--- config.mk ---
export PLATFORM = sky130hd
export DESIGN_NAME = serial_bus_arbiter
export DESIGN_NICKNAME = d
export VERILOG_FILES = /design/src/rtl/serial_bus_arbiter.sv
export SDC_FILE = /design/constraint.sdc
export NUM_CORES = 1
export LEC_CHECK = 0
export CAP_MARGIN = 25
export CELL_PAD_IN_SITES_DETAIL_PLACEMENT = 1
export CELL_PAD_IN_SITES_GLOBAL_PLACEMENT = 1
export CORE_ASPECT_RATIO = 2
export CORE_MARGIN = 5
export CORE_UTILIZATION = 25
export DETAILED_ROUTE_END_ITERATION = 10
export GPL_ROUTABILITY_DRIVEN = 0
export PLACE_DENSITY_LB_ADDON = 0.1
export SLEW_MARGIN = 10
export SYNTH_ARGS = -nofsm -noshare
export SYNTH_HDL_FRONTEND = slang
export SYNTH_SLANG_ARGS = --single-unit
--- constraint.sdc ---
create_clock -name clk -period 2 [get_ports clk]
set_clock_uncertainty 0.15 [all_clocks]
set_input_delay 0.4 -clock clk [delete_from_list [all_inputs] [get_ports clk]]
set_output_delay 0.4 -clock clk [all_outputs]
set_load 0.05 [all_outputs]
--- src/rtl/serial_bus_arbiter.sv ---
// serial_bus_arbiter
// Round-robin arbiter and frame sequencer. Several bus masters share one
// serial slave port. The arbiter grants one master at a time and routes
// that master's serial address/data lines to the slave. It also generates
// the slave framing strobes, passes read data back and aborts reads whose
// data never arrives.
//
// Ports
//   clk, rstn        bus clock (rising edge), async active-low reset
//   m_req            per-master request level, sampled in IDLE only
//   m_write          per-master direction (1 write, 0 read), latched at grant
//   m_addr_bit       per-master serial address line, LSB first
//   m_data_bit       per-master serial write-data line, LSB first
//   m_grant          one-hot grant, registered
//   m_done           one-cycle completion pulse to the granted master
//   m_timeout        one-cycle pulse with m_done when a read was aborted
//   m_rdata_bit      slave read data bit (valid when m_rdata_valid)
//   m_rdata_valid    read data qualifier
//   bus_busy         high in every state except IDLE
//   rx_address       serial address line to the slave
//   rx_data          serial write-data line to the slave
//   write_enable     write frame-start strobe (first SHIFT cycle)
//   read_enable      read frame-start strobe (first SHIFT cycle)
//   m_valid          high while a frame shifts to the slave
//   s_valid          slave read data valid
//   tx_data          slave serial read data
//
// state   | meaning
// --------+-----------------------------------------------------------
// S_IDLE  | bus free; pick the next requester round-robin
// S_GRANT | one-cycle master turnaround; master drives bit 0 next
// S_SHIFT | address (and write data) shifting to the slave
// S_WAIT  | read issued; waiting for the first s_valid, with timeout
// S_RDATA | collecting the remaining read bits, gaps allowed
// S_DONE  | one-cycle completion pulse; grant already cleared
module serial_bus_arbiter #(
  parameter int N_MASTERS  = 2,
  parameter int ADDR_WIDTH = 12,
  parameter int DATA_WIDTH = 8,
  parameter int TIMEOUT    = 16
) (
  input  logic                 clk,
  input  logic                 rstn,
  input  logic [N_MASTERS-1:0] m_req,
  input  logic [N_MASTERS-1:0] m_write,
  input  logic [N_MASTERS-1:0] m_addr_bit,
  input  logic [N_MASTERS-1:0] m_data_bit,
  output logic [N_MASTERS-1:0] m_grant,
  output logic [N_MASTERS-1:0] m_done,
  output logic                 m_timeout,
  output logic                 m_rdata_bit,
  output logic                 m_rdata_valid,
  output logic                 bus_busy,
  output logic                 rx_address,
  output logic                 rx_data,
  output logic                 write_enable,
  output logic                 read_enable,
  output logic                 m_valid,
  input  logic                 s_valid,
  input  logic                 tx_data
);

  localparam int SHIFT_MAX = (ADDR_WIDTH > DATA_WIDTH) ? ADDR_WIDTH : DATA_WIDTH;
  localparam int IW  = (N_MASTERS > 1) ? $clog2(N_MASTERS) : 1;
  localparam int BW  = $clog2(SHIFT_MAX + 1);
  localparam int TW  = $clog2(TIMEOUT + 1);
  localparam int DCW = $clog2(DATA_WIDTH + 1);
  localparam logic [N_MASTERS-1:0] ONE = 1;

  typedef enum logic [2:0] {
    S_IDLE, S_GRANT, S_SHIFT, S_WAIT, S_RDATA, S_DONE
  } state_t;

  state_t               state_q;
  logic [N_MASTERS-1:0] grant_q;
  logic [N_MASTERS-1:0] done_q;
  logic [IW-1:0]        gidx_q;
  logic [IW-1:0]        last_q;
  logic                 write_q;
  logic                 timeout_q;
  logic                 we_q;
  logic                 re_q;
  logic [BW-1:0]        bit_cnt_q;
  logic [TW-1:0]        to_cnt_q;
  logic [DCW-1:0]       dcnt_q;

  logic                 pick_found_d;
  logic [IW-1:0]        pick_idx_d;
  logic                 shift_last;
  logic                 in_shift;
  logic                 in_read;

  // Search starts one past the last winner so the previous owner has
  // lowest priority on the next arbitration.
  always_comb begin : pick_blk
    logic [IW-1:0] cand;
    cand         = '0;
    pick_found_d = 1'b0;
    pick_idx_d   = last_q;
    for (int i = 1; i <= N_MASTERS; i++) begin
      cand = IW'((int'(last_q) + i) % N_MASTERS);
      if (!pick_found_d && m_req[cand]) begin
        pick_found_d = 1'b1;
        pick_idx_d   = cand;
      end
    end
  end

  assign shift_last = write_q ? (bit_cnt_q == BW'(SHIFT_MAX - 1))
                              : (bit_cnt_q == BW'(ADDR_WIDTH - 1));

  always_ff @(posedge clk or negedge rstn) begin
    if (!rstn) begin
      state_q   <= S_IDLE;
      grant_q   <= '0;
      done_q    <= '0;
      gidx_q    <= '0;
      last_q    <= IW'(N_MASTERS - 1);
      write_q   <= 1'b0;
      timeout_q <= 1'b0;
      we_q      <= 1'b0;
      re_q      <= 1'b0;
      bit_cnt_q <= '0;
      to_cnt_q  <= '0;
      dcnt_q    <= '0;
    end else begin
      done_q    <= '0;
      timeout_q <= 1'b0;
      we_q      <= 1'b0;
      re_q      <= 1'b0;
      case (state_q)
        S_IDLE: begin
          if (pick_found_d) begin
            grant_q <= ONE << pick_idx_d;
            gidx_q  <= pick_idx_d;
            last_q  <= pick_idx_d;
            write_q <= m_write[pick_idx_d];
            state_q <= S_GRANT;
          end
        end
        S_GRANT: begin
          bit_cnt_q <= '0;
          we_q      <= write_q;
          re_q      <= !write_q;
          state_q   <= S_SHIFT;
        end
        S_SHIFT: begin
          if (shift_last) begin
            bit_cnt_q <= '0;
            if (write_q) begin
              grant_q <= '0;
              done_q  <= ONE << gidx_q;
              state_q <= S_DONE;
            end else begin
              to_cnt_q <= '0;
              state_q  <= S_WAIT;
            end
          end else begin
            bit_cnt_q <= bit_cnt_q + BW'(1);
          end
        end
        S_WAIT: begin
          if (s_valid) begin
            // This cycle already carries read bit 0.
            dcnt_q <= DCW'(1);
            if (DATA_WIDTH == 1) begin
              grant_q <= '0;
              done_q  <= ONE << gidx_q;
              state_q <= S_DONE;
            end else begin
              state_q <= S_RDATA;
            end
          end else if (to_cnt_q == TW'(TIMEOUT - 1)) begin
            grant_q   <= '0;
            done_q    <= ONE << gidx_q;
            timeout_q <= 1'b1;
            state_q   <= S_DONE;
          end else begin
            to_cnt_q <= to_cnt_q + TW'(1);
          end
        end
        S_RDATA: begin
          if (s_valid) begin
            if (dcnt_q == DCW'(DATA_WIDTH - 1)) begin
              grant_q <= '0;
              done_q  <= ONE << gidx_q;
              state_q <= S_DONE;
            end else begin
              dcnt_q <= dcnt_q + DCW'(1);
            end
          end
        end
        S_DONE: begin
          state_q <= S_IDLE;
        end
        default: begin
          grant_q <= '0;
          state_q <= S_IDLE;
        end
      endcase
    end
  end

  assign in_shift = (state_q == S_SHIFT);
  assign in_read  = (state_q == S_WAIT) || (state_q == S_RDATA);

  assign m_grant       = grant_q;
  assign m_done        = done_q;
  assign m_timeout     = timeout_q;
  assign write_enable  = we_q;
  assign read_enable   = re_q;
  assign bus_busy      = (state_q != S_IDLE);
  assign m_valid       = in_shift;
  assign rx_address    = in_shift & m_addr_bit[gidx_q];
  // Reads carry no write data; keep the line quiet.
  assign rx_data       = in_shift & write_q & m_data_bit[gidx_q];
  assign m_rdata_valid = in_read & s_valid;
  assign m_rdata_bit   = in_read & tx_data;

endmodule

==> summary.md, run 1 <==
| Metric | Value |
|---|---|
| Seq pwr share | 0.287 |
| Commonest non-fill, non-tap cell in the layout | buf_4 |
| TritonCTS buffer count | 3 |
| Final worst-path cycle share | 0.974 |
| RSZ-0062 raised after global routing | true |
| Worst Setup Path Type | reg -> reg |
| CTS sink cnt | 26 |
| Fraction of synthesized area in multiplexers | 0.0424 |
| Number of synthesized flops with an enable pin | 0 |
| DR pass1 iterations | 4 |
| Critical Path Source Type | register |
| Wire per inst | 16.9 µm |
| Largest family of logic cells by synthesized area | compound AO/OA/AOI/OAI gates |
| Worst VDD drop | 0.000550 V |
| Layout area overhead | 45.9% |
| Int Power | 1.79 mW |
| Initial Util | 0.256 |
| CP Data Arrival Time | 1.96 ns |
| Root Buffer | clkbuf_16 |
| Max Freq | 514 MHz |
| Via count | 1,338 |
| Finished Cell Area | 2110 µm² |
| Compound-Gate Fraction of Synth Area | 0.214 |
| Buffer depth of the longest clock path | 2 |
| HPWL after detailed placement | 3.42 mm |
| IO Port Bufs | 24 |
| CORE AREA | 5660 µm² |
| Clock power frac | 0.151 |
| Hold Fails Final Rpt | 0 |
| Die Height | 118 µm |
| Initial antenna violation count | 0 |
| HP Class | reg -> reg |
| Cell area power density | 1490 nW/µm² |
| Post-detailed-routing wire length | 4.40 mm |
| Seq/Total Area, Yosys | 0.451 |
| I/O pins | 25 |
| Fin Hold WS | 0.342 ns |
| CTS tree | done |
| Fin. max-slew vios | 0 |
| YS warnings | 0 |
| Most frequent cells in the layout | 35 x buf_4, 22 x dfrtp_1, 20 x o21ai_0 |
| Sw Pwr | 1.35 mW |
| Die area | 7500 µm² |
| Clock-pin slew on the worst setup and hold paths | 0.07 ns |
| Fin crit period | 1.95 ns |
| Status | finished clean |
| Gate power share | 0.562 |
| Max_cap viols | 0 |
| # DRC | 0 |
| Slew HR | 0.756 |
| Worst reg2reg path depth | 7 |
| Synth Cell Area | 1450 µm² |
| Post-synthesis cell type count | 39 |
| Nets | 217 |
| Simple-Gate Fraction of Synth Area | 0.209 |
| Initial drt markers | 20 |
| Worst Hold Depth | 2 |
| Leakage power | 0.907 nW |
| Slew @ Worst Pin | 0.366 ns |
| Syn avg cell area | 9.58 µm² |
| CTS H-tree depth | 1 |
| Skew-Pair Late Insertion Delay | 0.27 ns |
| Crit path required time | 2.01 ns |
| Synth Register Bits | 26 |
| Ys async rst share | 1.00 |
| Cts hold-fix bufs | 0 |
| Number of global-route vias before repair | 1,493 |
| FP Rows | 39 |
| Syn Inst Count | 151 |
| Post-layout util | 0.373 |
| Switching Share | 0.430 |
| Worst Path Max Fanout | 3 |
| Routed Antenna Nets | 0 |
| Synth Area in Adders | 0.0346 |
| Placement Cell Area | 1900 µm² |
| Die Wd | 63.8 µm |
| # setup viols final | 0 |
| XOR/XNOR share of the synthesized area | 0 |
| N_diodes | 0 |
| GR Overflow Total | 0 |
| Most used DFF post-synth | dfrtp_1 |
| Pin count of the biggest net entering global routing | 27 |
| Ratio of cells with drive above 1 in the final layout | 0.365 |
| Syn_nets | 167 |
| First-pass GRT wire length | 7.42 mm |
| CP Capture Type | register |
| Vias per cell | 5.13 |
| All-Layer GR Usage | 0.125 |
## through the flow
| step | worst slack, ns | std cells | setup TNS [ns] | power [mW] |
|---|---|---|---|---|
| 2_1_floorplan | -0.0895 | 151 | -0.169 | 1.91 |
| 3_3_place_gp | -0.103 | 247 | -0.115 | 2.48 |
| 3_5_place_dp | -0.127 | 247 | -0.168 | 2.55 |
| 4_1_cts | 0.00724 | 255 | 0 | 3.11 |
| 5_1_grt | -0.0756 | 261 | -0.228 | 3.37 |
| 6_report | 0.0526 | 261 | 0 | 3.14 |
## path summary, 6_finish.rpt
path                       slack (ns)                     from                      end
min reg2reg                      0.34  to_cnt_q[4]$_DFFE_PN0P_  to_cnt_q[4]$_DFFE_PN0P_
max                              0.05  to_cnt_q[0]$_DFFE_PN0P_   m_grant[1]$_DFFE_PN0P_
min in group asynchronous        0.36                     rstn  to_cnt_q[1]$_DFFE_PN0P_
max in group asynchronous        1.03                     rstn       last_q$_DFFE_PN1P_
min                              0.34  to_cnt_q[4]$_DFFE_PN0P_  to_cnt_q[4]$_DFFE_PN0P_
max reg2reg                      0.05  to_cnt_q[0]$_DFFE_PN0P_   m_grant[1]$_DFFE_PN0P_
## flip-flops by register name (all words and copies together), names as in the netlist
name / count
to_cnt_q: 5
bit_cnt_q: 4
dcnt_q: 4
state_q: 3
m_done: 2
m_grant: 2
gidx_q: 1
last_q: 1
m_timeout: 1
read_enable: 1
write_enable: 1
write_q: 1
## worst max-delay path, stage by stage (launching register included)
cell     delay (ns)
dfrtp_1        0.37
ha_2           0.19
and3_4         0.19
ha_4           0.15
nor2b_4        0.15
o21ai_2        0.05
a221o_1        0.36
a32o_2         0.23
## final cells by class
cell class	count	area [µm²]
fillers	654	3550
multi-input cells	112	802
flip-flops and latches	26	656
repair buffers	51	472
clock buffers	4	78.8
well taps	61	76.3
inverters	7	26.3
## logic make-up (layout without fill, tap and decap cells)
family,Yosys count,count (layout)
fa+ha+maj,4,4
buf+inv,13,62
compound gates,46,46
simple gates,56,56
mux,6,6
flops,26,26
## power by group through the flow
stage | clock [mW] | sequential, mW | combinational (mW)
floorplan | 0 | 0.917 | 0.989
global placement | 0 | 0.900 | 1.58
detailed placement | 0 | 0.917 | 1.63
CTS | 0.494 | 0.913 | 1.71
global route | 0.508 | 0.930 | 1.93
finish | 0.474 | 0.900 | 1.76
## what timing repair did
item / CTS / global route
pin swaps: 2 / 5
setup endpoints to repair: 5 / 10
resized for setup: 8 / 9
setup buffers: 4 / 6
## routing by layer
metal / up-vias / wire (µm) / track usage
li1: 644 / - / -
met4: 0 / 105 / 0.0546
met3: 8 / 74 / 0.0162
met5: - / 0 / 0
met2: 17 / 2610 / 0.241
met1: 669 / 1610 / 0.126
## Yosys cell counts (all sizes together), types with 2 or more instances
master  number  area [µm²]
nor4         4        25.0
inv          7        26.3
o21ai       25         133
nor2b        4        25.0
ha           4        50.1
dfrtp       25         626
a32o         4        41.3
mux2i        5        50.1
clkbuf       2        7.51
nor2        11        48.8
a21oi        6        30.0
o31ai        2        15.0
nor3b        2        25.0
nand3b       2        15.0
nand2       17        63.8
nand2b       2        12.5
buf          4        37.5
nand3        5        25.0
nor3         4        31.3
and2         3        18.8
a31oi        2        12.5
(Power assumes the default switching activity.)
==> run 2, diff against run 1 <==
--- a/config.mk
+++ b/config.mk
@@ -14,7 +14,7 @@
 export DETAILED_ROUTE_END_ITERATION = 10
 export GPL_ROUTABILITY_DRIVEN = 0
 export PLACE_DENSITY_LB_ADDON = 0.1
-export SLEW_MARGIN = 10
+export SLEW_MARGIN = 20
 export SYNTH_ARGS = -nofsm -noshare
 export SYNTH_HDL_FRONTEND = slang
 export SYNTH_SLANG_ARGS = --single-unit
==> results of run 2 <==
No change in the layout: final DEF, timing and power equal those of run 1.
==> run 3, diff against run 2 <==
--- a/config.mk
+++ b/config.mk
@@ -5,7 +5,7 @@
 export SDC_FILE = /design/constraint.sdc
 export NUM_CORES = 1
 export LEC_CHECK = 0
-export CAP_MARGIN = 25
+export CAP_MARGIN = 10
 export CELL_PAD_IN_SITES_DETAIL_PLACEMENT = 1
 export CELL_PAD_IN_SITES_GLOBAL_PLACEMENT = 1
 export CORE_ASPECT_RATIO = 2
==> constraint.sdc (replaced) <==
create_clock -name clk -period 1.91 [get_ports clk]
set_clock_uncertainty 0.15 [all_clocks]
set_input_delay 0.382 -clock clk [delete_from_list [all_inputs] [get_ports clk]]
set_output_delay 0.382 -clock clk [all_outputs]
set_load 0.05 [all_outputs]
==> summary.md, run 3 (synthesis gave the netlist of run 1 again) <==
| Metric | Value |
|---|---|
| Reg2Reg Setup Slack | -0.007 ns (-0.06 ns) |
| Die Wd | 63.8 µm (unchanged) |
| Root Buffer | clkbuf_16 |
| Gate power share | 0.568 (+0.006) |
| I/O pins | 25 (unchanged) |
| Slew HR | 0.755 (-0.00112) |
| Nets | 224 (+3.2%) |
| CORE AREA | 5660 µm² (unchanged) |
| Final worst-path cycle share | 1.00 |
| Initial antenna violation count | 0 (unchanged) |
| Power consumption | 3.40 mW (+8.4%) |
| Max_cap viols | 0 (unchanged) |
| Biggest register | to_cnt_q |
| CTS sink cnt | 26 (unchanged) |
| CTS H-tree depth | 1 (unchanged) |
| Most frequent cells in the layout | 41 x buf_4, 23 x dfrtp_1, 19 x o21ai_0 |
| Worst VDD drop | 0.000742 V (+35%) |
| Post-detailed-routing wire length | 4.51 mm (+2.5%) |
| N_diodes | 0 (unchanged) |
| Vias per cell | 5.12 (-0.21%) |
| Cell area power density | 1550 nW/µm² (+4.6%) |
| # DRC | 0 (unchanged) |
| Layout area overhead | 51.2% |
| Critical Path Source Type | register |
| Post-layout util | 0.386 (+0.0135) |
| CP Capture Type | primary output |
| Largest regs | to_cnt_q: 5 flops, bit_cnt_q: 4 flops, dcnt_q: 4 flops |
| Initial drt markers | 18 (-10%) |
| Skew-Pair Late Insertion Delay | 0.27 ns (about the same) |
| TNS Setup | -0.0134 ns (-0.0134 ns) |
| Worst Path Max Fanout | 6 (+3) |
| Int Power | 1.97 mW (+10%) |
| All-Layer GR Usage | 0.128 (+0.00257) |
| Status | complete, but fails checks |
| TritonCTS buffer count | 3 (unchanged) |
| Wire per inst | 16.8 µm (-0.18%) |
| Die area | 7500 µm² (unchanged) |
| IO Port Bufs | 24 (unchanged) |
| Final WS setup | -0.00715 ns (-0.0598 ns) |
| HP Class | in -> async |
| Ratio of cells with drive above 1 in the final layout | 0.396 (+0.0311) |
| HPWL after detailed placement | 3.53 mm (+3.0%) |
| FF-to-FF Start | dcnt_q[0]$_DFFE_PN0P_ |
| Reg2reg end | m_grant[1]$_DFFE_PN0P_ |
| Pin count of the biggest net entering global routing | 27 (unchanged) |
| Commonest non-fill, non-tap cell in the layout | buf_4 |
| Via count | 1,371 (+2.5%) |
| Max Freq | 522 MHz |
| CP Data Arrival Time | 1.39 ns (-0.57 ns) |
| Initial Util | 0.256 (unchanged) |
| Worst reg2reg path depth | 6 (-1) |
| Seq pwr share | 0.278 (-0.009) |
| Sw Pwr | 1.43 mW (+6.0%) |
| Failing checks | negative setup slack |
| Clock-pin slew on the worst setup and hold paths | 0.07 ns (about the same) |
| DR pass1 iterations | 2 (-2) |
| Crit path required time | 1.38 ns (-0.63 ns) |
| Slew @ Worst Pin | 0.368 ns (+0.00167 ns) |
| Hold Fails Final Rpt | 0 (unchanged) |
| DP Worst Slack | -0.201 ns (-0.0741 ns) |
| Buffer depth of the longest clock path | 2 (unchanged) |
| Finished Cell Area | 2190 µm² (+3.6%) |
| Fin. max-slew vios | 0 (unchanged) |
| Switching Share | 0.421 (-0.00944) |
| First-pass GRT wire length | 7.69 mm (+3.6%) |
| Fin crit period | 1.92 ns |
| Die Height | 118 µm (unchanged) |
| GR Overflow Total | 0 (unchanged) |
| FP Rows | 39 (unchanged) |
| Worst Setup Path Type | reg -> out |
| # setup viols final | 2 (+2) |
| Placement Cell Area | 1950 µm² (+2.4%) |
| RSZ-0062 raised after global routing | true |
| Max FFs per register | 5 (unchanged) |
| Number of global-route vias before repair | 1,596 (+6.9%) |
| Leakage power | 0.952 nW (+5.0%) |
| Routed Antenna Nets | 0 (unchanged) |
| Clock power frac | 0.154 (+0.003) |
| CTS tree | done |
## run 3: cell count changes in the layout (fill, tap and decap cells not counted), sizes merged
| cell | before | now |
|---|---|---|
| buf | 40 | 47 |
## run 3: worst max-delay path by stage
stage | from | endpoint | slack [ns]
floorplan | state_q[2]$_DFFE_PN0P_ | rx_data | -0.16
global placement | s_valid | m_grant[1]$_DFFE_PN0P_ | -0.17
detailed placement | s_valid | m_grant[1]$_DFFE_PN0P_ | -0.20
CTS | state_q[0]$_DFFE_PN0P_ | rx_data | -0.03
global route | dcnt_q[0]$_DFFE_PN0P_ | m_grant[1]$_DFFE_PN0P_ | -0.13
finish | state_q[0]$_DFFE_PN0P_ | rx_data | -0.007
## run 3: repair_timing
| action | in CTS | in global routing |
|---|---|---|
| hold buffers | 0 | 0 |
| endpoints found under the setup margin | 12 | 14 |
| gates resized for setup | 14 | 6 |
| pin swaps | 6 | 8 |
| setup buffers | 7 | 4 |
## run 3: power by group through the flow
stage	clock (mW)	combinational [mW]	sequential [mW]
after global placement	0	1.72	0.928
after floorplan	0	1.04	0.960
final	0.524	1.93	0.944
after CTS	0.543	1.90	0.938
after global routing	0.563	2.11	0.975
after detailed placement	0	1.78	0.941
## run 3: critical path, cell delays in order, from the launching register on
cell     delay, ns
dfrtp_2       0.48
nor3b_4       0.27
nand2_2       0.11
nor2_4        0.12
buf_12        0.14
## run 3: cell type report
cell class                 instances  area, µm²
multi-input combinational        112        813
fill                             645       3470
tap                               61       76.3
inverter                           7       26.3
clock buffer                       4       88.8
sequential                        26        654
timing repair buffer              58        528
## run 3: per-stage QoR
stage	cells	hold WS, ns
after floorplan	151	-0.0636
after global placement	253	0.312
after detailed placement	253	0.320
after CTS	264	0.345
after global routing	268	0.368
final	268	0.341
## run 3: layer usage
layer | vias up | global-route usage | routed length (µm)
li1 | 665 | - | -
met3 | 7 | 0.0143 | 66
met4 | 0 | 0.0507 | 97
met2 | 14 | 0.253 | 2690
met1 | 685 | 0.126 | 1660
met5 | - | 0 | 0
